### src/rtl/pipeline_hazard_ctrl_if.sv
// Hazard-control bundle: decode/EX/MEM hazard sources in, pipeline enables, bubbles and status out.
// The slave side is the hazard controller; the master side is the core datapath.
interface pipeline_hazard_ctrl_if #(
  parameter int unsigned STALL_CNT_W = 16
);
  logic [4:0]             id_rs;
  logic [4:0]             id_rt;
  logic                   id_use_rs;
  logic                   id_use_rt;
  logic                   ex_mem_read;
  logic [4:0]             ex_dst_reg;
  logic                   mem_redirect;
  logic                   mem_dmem_access;
  logic                   dmem_ready;
  logic                   imem_ready;

  logic                   pc_wren;
  logic                   fd_wren;
  logic                   de_wren;
  logic                   em_wren;
  logic                   mw_wren;
  logic                   fd_bubble;
  logic                   de_bubble;
  logic                   em_bubble;
  logic                   mw_bubble;
  logic [1:0]             state;
  logic [STALL_CNT_W-1:0] stall_cycles;
  logic                   dmem_timeout;

  modport master (
    output id_rs, id_rt, id_use_rs, id_use_rt, ex_mem_read, ex_dst_reg,
           mem_redirect, mem_dmem_access, dmem_ready, imem_ready,
    input  pc_wren, fd_wren, de_wren, em_wren, mw_wren,
           fd_bubble, de_bubble, em_bubble, mw_bubble,
           state, stall_cycles, dmem_timeout
  );

  modport slave (
    input  id_rs, id_rt, id_use_rs, id_use_rt, ex_mem_read, ex_dst_reg,
           mem_redirect, mem_dmem_access, dmem_ready, imem_ready,
    output pc_wren, fd_wren, de_wren, em_wren, mw_wren,
           fd_bubble, de_bubble, em_bubble, mw_bubble,
           state, stall_cycles, dmem_timeout
  );
endinterface

### src/rtl/pipeline_hazard_ctrl.sv
// Central sequencer of the 5-stage pipeline: stage write enables, NOP bubble selects,
// data-memory wait tracking with timeout halt, and a saturating stall-cycle counter.
module pipeline_hazard_ctrl #(
  parameter int unsigned TIMEOUT     = 64,
  parameter int unsigned STALL_CNT_W = 16
) (
  input  logic                        clk,
  input  logic                        reset_n,
  pipeline_hazard_ctrl_if.slave       bus
);

  localparam logic [1:0] ST_RUN      = 2'd0;
  localparam logic [1:0] ST_MEM_WAIT = 2'd1;
  localparam logic [1:0] ST_HALT     = 2'd2;

  localparam int unsigned            WAIT_W    = 16;
  localparam logic [WAIT_W-1:0]      WAIT_LAST = WAIT_W'(TIMEOUT - 1);
  localparam logic [STALL_CNT_W-1:0] STALL_MAX = '1;

  logic [1:0]             r_state;
  logic [1:0]             w_next_state;
  logic [WAIT_W-1:0]      r_wait_cnt;
  logic [WAIT_W-1:0]      w_next_wait_cnt;
  logic [STALL_CNT_W-1:0] r_stall_cycles;
  logic                   r_dmem_timeout;
  logic                   w_set_timeout;
  logic                   w_load_use;
  logic                   w_dmem_stall;

  logic w_pc_wren, w_fd_wren, w_de_wren, w_em_wren, w_mw_wren;
  logic w_fd_bubble, w_de_bubble, w_em_bubble, w_mw_bubble;

  // r0 is hardwired zero, so a load targeting it never creates a dependency
  always_comb begin
    w_load_use = bus.ex_mem_read && (bus.ex_dst_reg != 5'd0) &&
                 ((bus.id_use_rs && (bus.id_rs == bus.ex_dst_reg)) ||
                  (bus.id_use_rt && (bus.id_rt == bus.ex_dst_reg)));
  end

  // Next-state, wait counter and pipeline control
  always_comb begin
    w_next_state    = r_state;
    w_next_wait_cnt = r_wait_cnt;
    w_set_timeout   = 1'b0;
    w_dmem_stall    = 1'b0;
    w_pc_wren       = 1'b1;
    w_fd_wren       = 1'b1;
    w_de_wren       = 1'b1;
    w_em_wren       = 1'b1;
    w_mw_wren       = 1'b1;
    w_fd_bubble     = 1'b0;
    w_de_bubble     = 1'b0;
    w_em_bubble     = 1'b0;
    w_mw_bubble     = 1'b0;

    case (r_state)
      ST_RUN: begin
        if (bus.mem_dmem_access && !bus.dmem_ready) begin
          w_dmem_stall    = 1'b1;
          w_next_state    = ST_MEM_WAIT;
          w_next_wait_cnt = WAIT_W'(1);
        end
      end
      ST_MEM_WAIT: begin
        if (!bus.dmem_ready) begin
          w_dmem_stall = 1'b1;
          if (r_wait_cnt == WAIT_LAST) begin
            w_next_state  = ST_HALT;
            w_set_timeout = 1'b1;
          end else begin
            w_next_wait_cnt = r_wait_cnt + WAIT_W'(1);
          end
        end else begin
          w_next_state    = ST_RUN;
          w_next_wait_cnt = '0;
        end
      end
      ST_HALT: begin
        w_pc_wren = 1'b0;
        w_fd_wren = 1'b0;
        w_de_wren = 1'b0;
        w_em_wren = 1'b0;
        w_mw_wren = 1'b0;
      end
      default: begin
        w_next_state    = ST_RUN;
        w_next_wait_cnt = '0;
      end
    endcase

    // Hazard priority: dmem wait freezes up to EM, redirect squashes the three younger stages
    if (r_state != ST_HALT) begin
      if (w_dmem_stall) begin
        w_pc_wren   = 1'b0;
        w_fd_wren   = 1'b0;
        w_de_wren   = 1'b0;
        w_em_wren   = 1'b0;
        w_mw_bubble = 1'b1;
      end else if (bus.mem_redirect) begin
        w_fd_bubble = 1'b1;
        w_de_bubble = 1'b1;
        w_em_bubble = 1'b1;
      end else if (w_load_use) begin
        w_pc_wren   = 1'b0;
        w_fd_wren   = 1'b0;
        w_de_bubble = 1'b1;
      end else if (!bus.imem_ready) begin
        w_pc_wren   = 1'b0;
        w_fd_bubble = 1'b1;
      end
    end
  end

  // State, wait counter, stall counter and sticky timeout
  always_ff @(posedge clk) begin
    if (!reset_n) begin
      r_state        <= ST_RUN;
      r_wait_cnt     <= '0;
      r_stall_cycles <= '0;
      r_dmem_timeout <= 1'b0;
    end else begin
      r_state    <= w_next_state;
      r_wait_cnt <= w_next_wait_cnt;
      if ((r_state != ST_HALT) && !w_pc_wren && (r_stall_cycles != STALL_MAX)) begin
        r_stall_cycles <= r_stall_cycles + STALL_CNT_W'(1);
      end
      if (w_set_timeout) begin
        r_dmem_timeout <= 1'b1;
      end
    end
  end

  assign bus.pc_wren      = w_pc_wren;
  assign bus.fd_wren      = w_fd_wren;
  assign bus.de_wren      = w_de_wren;
  assign bus.em_wren      = w_em_wren;
  assign bus.mw_wren      = w_mw_wren;
  assign bus.fd_bubble    = w_fd_bubble;
  assign bus.de_bubble    = w_de_bubble;
  assign bus.em_bubble    = w_em_bubble;
  assign bus.mw_bubble    = w_mw_bubble;
  assign bus.state        = r_state;
  assign bus.stall_cycles = r_stall_cycles;
  assign bus.dmem_timeout = r_dmem_timeout;

endmodule

### src/flat_wrapper.sv
// flat-port wrapper written by rule: the top's interface ports become plain ports
module pipeline_hazard_ctrl_flat 
#(
  parameter int unsigned TIMEOUT     = 64,
  parameter int unsigned STALL_CNT_W = 16
)
  (clk, reset_n, bus_id_rs, bus_id_rt, bus_id_use_rs, bus_id_use_rt, bus_ex_mem_read, bus_ex_dst_reg, bus_mem_redirect, bus_mem_dmem_access, bus_dmem_ready, bus_imem_ready, bus_pc_wren, bus_fd_wren, bus_de_wren, bus_em_wren, bus_mw_wren, bus_fd_bubble, bus_de_bubble, bus_em_bubble, bus_mw_bubble, bus_state, bus_stall_cycles, bus_dmem_timeout);
  pipeline_hazard_ctrl_if #(.STALL_CNT_W(STALL_CNT_W)) bus_i ();
  input  logic clk;
  input  logic reset_n;
  input wire logic [$bits(bus_i.id_rs)-1:0] bus_id_rs;
  input wire logic [$bits(bus_i.id_rt)-1:0] bus_id_rt;
  input wire logic [$bits(bus_i.id_use_rs)-1:0] bus_id_use_rs;
  input wire logic [$bits(bus_i.id_use_rt)-1:0] bus_id_use_rt;
  input wire logic [$bits(bus_i.ex_mem_read)-1:0] bus_ex_mem_read;
  input wire logic [$bits(bus_i.ex_dst_reg)-1:0] bus_ex_dst_reg;
  input wire logic [$bits(bus_i.mem_redirect)-1:0] bus_mem_redirect;
  input wire logic [$bits(bus_i.mem_dmem_access)-1:0] bus_mem_dmem_access;
  input wire logic [$bits(bus_i.dmem_ready)-1:0] bus_dmem_ready;
  input wire logic [$bits(bus_i.imem_ready)-1:0] bus_imem_ready;
  output wire logic [$bits(bus_i.pc_wren)-1:0] bus_pc_wren;
  output wire logic [$bits(bus_i.fd_wren)-1:0] bus_fd_wren;
  output wire logic [$bits(bus_i.de_wren)-1:0] bus_de_wren;
  output wire logic [$bits(bus_i.em_wren)-1:0] bus_em_wren;
  output wire logic [$bits(bus_i.mw_wren)-1:0] bus_mw_wren;
  output wire logic [$bits(bus_i.fd_bubble)-1:0] bus_fd_bubble;
  output wire logic [$bits(bus_i.de_bubble)-1:0] bus_de_bubble;
  output wire logic [$bits(bus_i.em_bubble)-1:0] bus_em_bubble;
  output wire logic [$bits(bus_i.mw_bubble)-1:0] bus_mw_bubble;
  output wire logic [$bits(bus_i.state)-1:0] bus_state;
  output wire logic [$bits(bus_i.stall_cycles)-1:0] bus_stall_cycles;
  output wire logic [$bits(bus_i.dmem_timeout)-1:0] bus_dmem_timeout;
  assign bus_i.id_rs = bus_id_rs;
  assign bus_i.id_rt = bus_id_rt;
  assign bus_i.id_use_rs = bus_id_use_rs;
  assign bus_i.id_use_rt = bus_id_use_rt;
  assign bus_i.ex_mem_read = bus_ex_mem_read;
  assign bus_i.ex_dst_reg = bus_ex_dst_reg;
  assign bus_i.mem_redirect = bus_mem_redirect;
  assign bus_i.mem_dmem_access = bus_mem_dmem_access;
  assign bus_i.dmem_ready = bus_dmem_ready;
  assign bus_i.imem_ready = bus_imem_ready;
  assign bus_pc_wren = bus_i.pc_wren;
  assign bus_fd_wren = bus_i.fd_wren;
  assign bus_de_wren = bus_i.de_wren;
  assign bus_em_wren = bus_i.em_wren;
  assign bus_mw_wren = bus_i.mw_wren;
  assign bus_fd_bubble = bus_i.fd_bubble;
  assign bus_de_bubble = bus_i.de_bubble;
  assign bus_em_bubble = bus_i.em_bubble;
  assign bus_mw_bubble = bus_i.mw_bubble;
  assign bus_state = bus_i.state;
  assign bus_stall_cycles = bus_i.stall_cycles;
  assign bus_dmem_timeout = bus_i.dmem_timeout;
  pipeline_hazard_ctrl #(.TIMEOUT(TIMEOUT), .STALL_CNT_W(STALL_CNT_W)) u_core (.clk(clk), .reset_n(reset_n), .bus(bus_i));
endmodule
### config.mk
export PLATFORM = sky130hd
export DESIGN_NAME = pipeline_hazard_ctrl_flat
export DESIGN_NICKNAME = d
export VERILOG_FILES = /design/src/rtl/pipeline_hazard_ctrl_if.sv /design/src/rtl/pipeline_hazard_ctrl.sv /design/src/flat_wrapper.sv
export SDC_FILE = /design/constraint.sdc
export NUM_CORES = 1
export LEC_CHECK = 0
export BUFFER_PORTS_ARGS = -buffer_cell sky130_fd_sc_hd__buf_2
export CAP_MARGIN = 20
export CORE_MARGIN = 1.5
export CORE_UTILIZATION = 50
export DETAILED_ROUTE_END_ITERATION = 10
export GPL_TIMING_DRIVEN = 1
export HOLD_SLACK_MARGIN = 0.03
export PLACE_DENSITY = 0.76
export SETUP_SLACK_MARGIN = 0.15
export SLEW_MARGIN = 30
export SYNTH_ARGS = -nofsm -noshare
export SYNTH_HDL_FRONTEND = slang
export SYNTH_SLANG_ARGS = --single-unit
### constraint.sdc
create_clock -name clk -period 1.9 [get_ports clk]
set_input_delay 0.38 -clock clk [delete_from_list [all_inputs] [get_ports clk]]
set_output_delay 0.38 -clock clk [all_outputs]
set_load 0.02 [all_outputs]
==> flow_summary.json <==
{
  "detailroute.via_count": 2288,
  "async_flop_share_pct": 0,
  "floorplan.die_area_sq_um": 4540,
  "critical_path.endpoint_type": "output port",
  "post-route-period-util_pct": 110,
  "final_weighted_congestion_of_routability_driven_global_placement": 0.756,
  "num_rows": 23,
  "worstHoldPathCells": 3,
  "timing_max_transition_violations_final": 0,
  "initial_core_util_pct": 51.9,
  "status": "complete, but fails checks",
  "groute.usage.overall_pct": 22.9,
  "half_perimeter_wire_length_after_detailed_placement_microns": 3590,
  "synth-main-ff-cell": "sky130_fd_sc_hd__dfxtp_1",
  "critical_path_data_arrival_time_ps": 1710,
  "compound_gate_portion_of_the_synthesized_area_pct": 17.0,
  "setup_ws_ps": -190,
  "number_of_synthesized_flops_with_an_enable_pin": 0,
  "layout-area-overhead-vs-synth_pct": 57.8,
  "insertion_delay_ps": 300,
  "cts.htree.levels": 2,
  "hold_violations": 0,
  "overflow": 0,
  "cts-hold-fix-buffers": 0,
  "synthSimpleGateAreaFrac_pct": 32.3,
  "ff2ff_path_depth": 9,
  "worst_hold_path_type": "in -> reg",
  "grt_start_max_net_pins": 19,
  "wire_per_inst_microns": 17.6,
  "numClockSinks": 35,
  "worst_setup_hold_path_clk_slew_ps": 70,
  "data_required_time_at_the_worst_endpoint_ps": 1520,
  "number_of_antenna_violations_at_the_first_check_in_global_routing": 0,
  "cts_inserted_buffers": 5,
  "dpl_cell_area_sq_um": 2590,
  "report.final.setup_viol": 10,
  "ant_nets": 0,
  "synthesis.area_sq_um": 2070,
  "synth.avg_cell_area_sq_um": 8.23,
  "clock_tree_from_tritoncts": "done",
  "max-clock-path-buffers": 2,
  "timing.slew.headroom_pct": 58.8,
  "dr.first_iter.drc_count": 168,
  "wire_length_of_the_first_global_routing_pass_microns": 7850,
  "dp_cells": 365,
  "achievable-frequency_mhz": 478,
  "worst_pin_slew_ps": 618,
  "num-nets-final": 362,
  "first_global_vias": 1830,
  "setup.worst_path.start_class": "input pin",
  "dr.pass1.iters": 4,
  "post_synth_inst_count": 252,
  "hold-worst-slack_ps": 425,
  "yosysWarnings": 0,
  "reported_leakage_power_uw": 0.00134,
  "top_level_ports": 52,
  "final_design_area_excluding_fillers_sq_um": 3270,
  "grt_setup_unrepaired": "true",
  "post_synth_xor_area_fraction_pct": 9.29,
  "routed_wl_microns": 6790,
  "place_ws_ps": -225,
  "pnr_total_power_uw": 1740,
  "crit_path_max_fanout": 4,
  "dieHeight_microns": 67.4,
  "placement.io_buffers": 51,
  "ys_ff_latch": 35,
  "layout-drive-gt1-share_pct": 52.8,
  "power.ir.vdd_worst_mv": 0.373,
  "max_cap_violations": 0,
  "fp.dieW_microns": 67.4,
  "criticalPathCategory": "in -> out",
  "area_of_the_placeable_core_sq_um": 4000,
  "drt_drc_violations_left": 0,
  "violations": "setup timing",
  "synth.mux.area_fraction_pct": 1.93,
  "final-instance-count-excl-fill": 387,
  "netlist-cell-type-count": 52,
  "mappedNetlistNets": 278,
  "synth-adder-area-share_pct": 1.21,
  "synth_sequential_area_ratio_pct": 33.8,
  "clock_tree.root_cell": "sky130_fd_sc_hd__clkbuf_8",
  "finClkSkew_ps": 5.39,
  "vias_per_cell": 5.91,
  "main_combinational_cell_family_by_area_after_synthesis": "simple AND/OR/NAND/NOR gates",
  "powerDensity_nw_per_um2": 532,
  "min_period_ps": 2090,
  "n_antenna_cell": 0
}
[layout by cell type (no fill, tap or decap), types with 3 or more instances in the layout]
| master | count |
|---|---|
| sky130_fd_sc_hd__o21ai_0 | 3 |
| sky130_fd_sc_hd__xnor2_1 | 21 |
| sky130_fd_sc_hd__nor4_4 | 6 |
| sky130_fd_sc_hd__nor2_1 | 19 |
| sky130_fd_sc_hd__or4_4 | 3 |
| sky130_fd_sc_hd__o21ai_1 | 6 |
| sky130_fd_sc_hd__nor2_4 | 8 |
| sky130_fd_sc_hd__inv_1 | 7 |
| sky130_fd_sc_hd__buf_6 | 14 |
| sky130_fd_sc_hd__nand2_1 | 26 |
| sky130_fd_sc_hd__or3_1 | 7 |
| sky130_fd_sc_hd__nand3_1 | 5 |
| sky130_fd_sc_hd__dfxtp_1 | 16 |
| sky130_fd_sc_hd__nor3_4 | 7 |
| sky130_fd_sc_hd__nand4_1 | 6 |
| sky130_fd_sc_hd__o31ai_1 | 6 |
| sky130_fd_sc_hd__mux2i_1 | 4 |
| sky130_fd_sc_hd__a21oi_1 | 9 |
| sky130_fd_sc_hd__dfxtp_4 | 5 |
| sky130_fd_sc_hd__dfxtp_2 | 14 |
| sky130_fd_sc_hd__and3_1 | 6 |
| sky130_fd_sc_hd__buf_4 | 28 |
| sky130_fd_sc_hd__clkbuf_8 | 7 |
| sky130_fd_sc_hd__a21oi_2 | 9 |
| sky130_fd_sc_hd__buf_2 | 42 |
[per-stage QoR]
| stage | utilization, % | TNS (ps) |
|---|---|---|
| after floorplan | - | -37.8 |
| after global placement | 64.9 | -2180 |
| after detailed placement | 64.9 | -2480 |
| after CTS | 70.9 | -640 |
| after global routing | 81.9 | -2010 |
| final | 81.9 | -796 |
[worst max-delay path: stages]
cell	delay, ps
sky130_fd_sc_hd__buf_6	100
sky130_fd_sc_hd__or4_4	540
sky130_fd_sc_hd__o21ai_4	180
sky130_fd_sc_hd__nand2b_4	200
sky130_fd_sc_hd__nand2b_4	70
sky130_fd_sc_hd__a21oi_4	110
sky130_fd_sc_hd__buf_6	120
[repair_timing]
| action | CTS | global route |
|---|---|---|
| pin swaps | 20 | 39 |
| gates resized for setup | 28 | 71 |
| gates cloned | 0 | 3 |
| setup buffers | 4 | 7 |
| setup endpoints to repair | 34 | 37 |
[Yosys cell counts, types with 2 or more instances]
| master | number | area, sq um |
|---|---|---|
| sky130_fd_sc_hd__a21boi_2 | 2 | 22.5 |
| sky130_fd_sc_hd__a21oi_1 | 18 | 90.1 |
| sky130_fd_sc_hd__a21oi_2 | 2 | 17.5 |
| sky130_fd_sc_hd__and3_1 | 6 | 37.5 |
| sky130_fd_sc_hd__buf_2 | 2 | 10.0 |
| sky130_fd_sc_hd__buf_4 | 2 | 15.0 |
| sky130_fd_sc_hd__clkbuf_1 | 5 | 18.8 |
| sky130_fd_sc_hd__dfxtp_1 | 35 | 701 |
| sky130_fd_sc_hd__ha_1 | 2 | 25.0 |
| sky130_fd_sc_hd__inv_1 | 8 | 30.0 |
| sky130_fd_sc_hd__mux2i_1 | 4 | 40.0 |
| sky130_fd_sc_hd__nand2_1 | 26 | 97.6 |
| sky130_fd_sc_hd__nand2b_1 | 4 | 25.0 |
| sky130_fd_sc_hd__nand3_1 | 7 | 35.0 |
| sky130_fd_sc_hd__nand4_1 | 6 | 37.5 |
| sky130_fd_sc_hd__nor2_1 | 28 | 105 |
| sky130_fd_sc_hd__nor2b_1 | 2 | 12.5 |
| sky130_fd_sc_hd__nor3_1 | 9 | 45.0 |
| sky130_fd_sc_hd__nor4_1 | 3 | 18.8 |
| sky130_fd_sc_hd__nor4_2 | 2 | 25.0 |
| sky130_fd_sc_hd__o21a_1 | 3 | 22.5 |
| sky130_fd_sc_hd__o21ai_0 | 6 | 30.0 |
| sky130_fd_sc_hd__o21ai_1 | 4 | 20.0 |
| sky130_fd_sc_hd__o31ai_1 | 6 | 45.0 |
| sky130_fd_sc_hd__or2_2 | 2 | 12.5 |
| sky130_fd_sc_hd__or3_1 | 9 | 56.3 |
| sky130_fd_sc_hd__or4_1 | 4 | 30.0 |
| sky130_fd_sc_hd__xnor2_1 | 21 | 184 |
[cells by family after synthesis]
group / after synthesis
and+or+nand+nor: 119
AOI/OAI and AO/OA: 50
DFF: 35
xor gates and xnor gates: 22
buffers and inverters: 20
muxes: 4
adders and majority gates: 2
[power breakdown]
part           internal (uW)  switching [uW]
sequential               742            14.6
combinational            168             190
clock                    331             296
total                   1240             500
[registers in the layout, indices dropped and copies added, names as in the netlist]
name and flops:
u_core.r_wait_cnt 16, u_core.bus.state 2, u_core.bus.dmem_timeout 1, u_core.bus.stall_cycles 16
[layer usage]
layer  wire length, microns  share of wire [%]  up-vias  GRT usage (%)
met2                   3370                 50      128           39.1
met5                      0                  0        -              0
met3                    432                6.4       15           5.17
met1                   2820                 41     1070           28.4
li1                       -                  -     1075              -
met4                    177                2.6        0           7.40
[worst paths after layout]
| check | startpoint | endpoint | slack, ps |
|---|---|---|---|
| worst max-delay path | bus_ex_dst_reg[2] | bus_fd_bubble | -190 |
| worst min register to register | u_core.bus.stall_cycles[11] | u_core.bus.stall_cycles[11] | 510 |
| worst min-delay path | reset_n | u_core.bus.state[0] | 430 |
| worst max register to register | u_core.bus.stall_cycles[1] | u_core.bus.stall_cycles[11] | -60 |
[cell type report]
| type | instances | area (sq um) |
|---|---|---|
| Multi-Input combinational cell | 197 | 1680 |
| Fill cell | 224 | 726 |
| Timing Repair Buffer | 87 | 648 |
| Sequential cell | 35 | 737 |
| Clock buffer | 8 | 100 |
| Inverter | 10 | 42.5 |
| Tap cell | 50 | 62.6 |
Note: power is estimated with default switching activity, not from simulation.
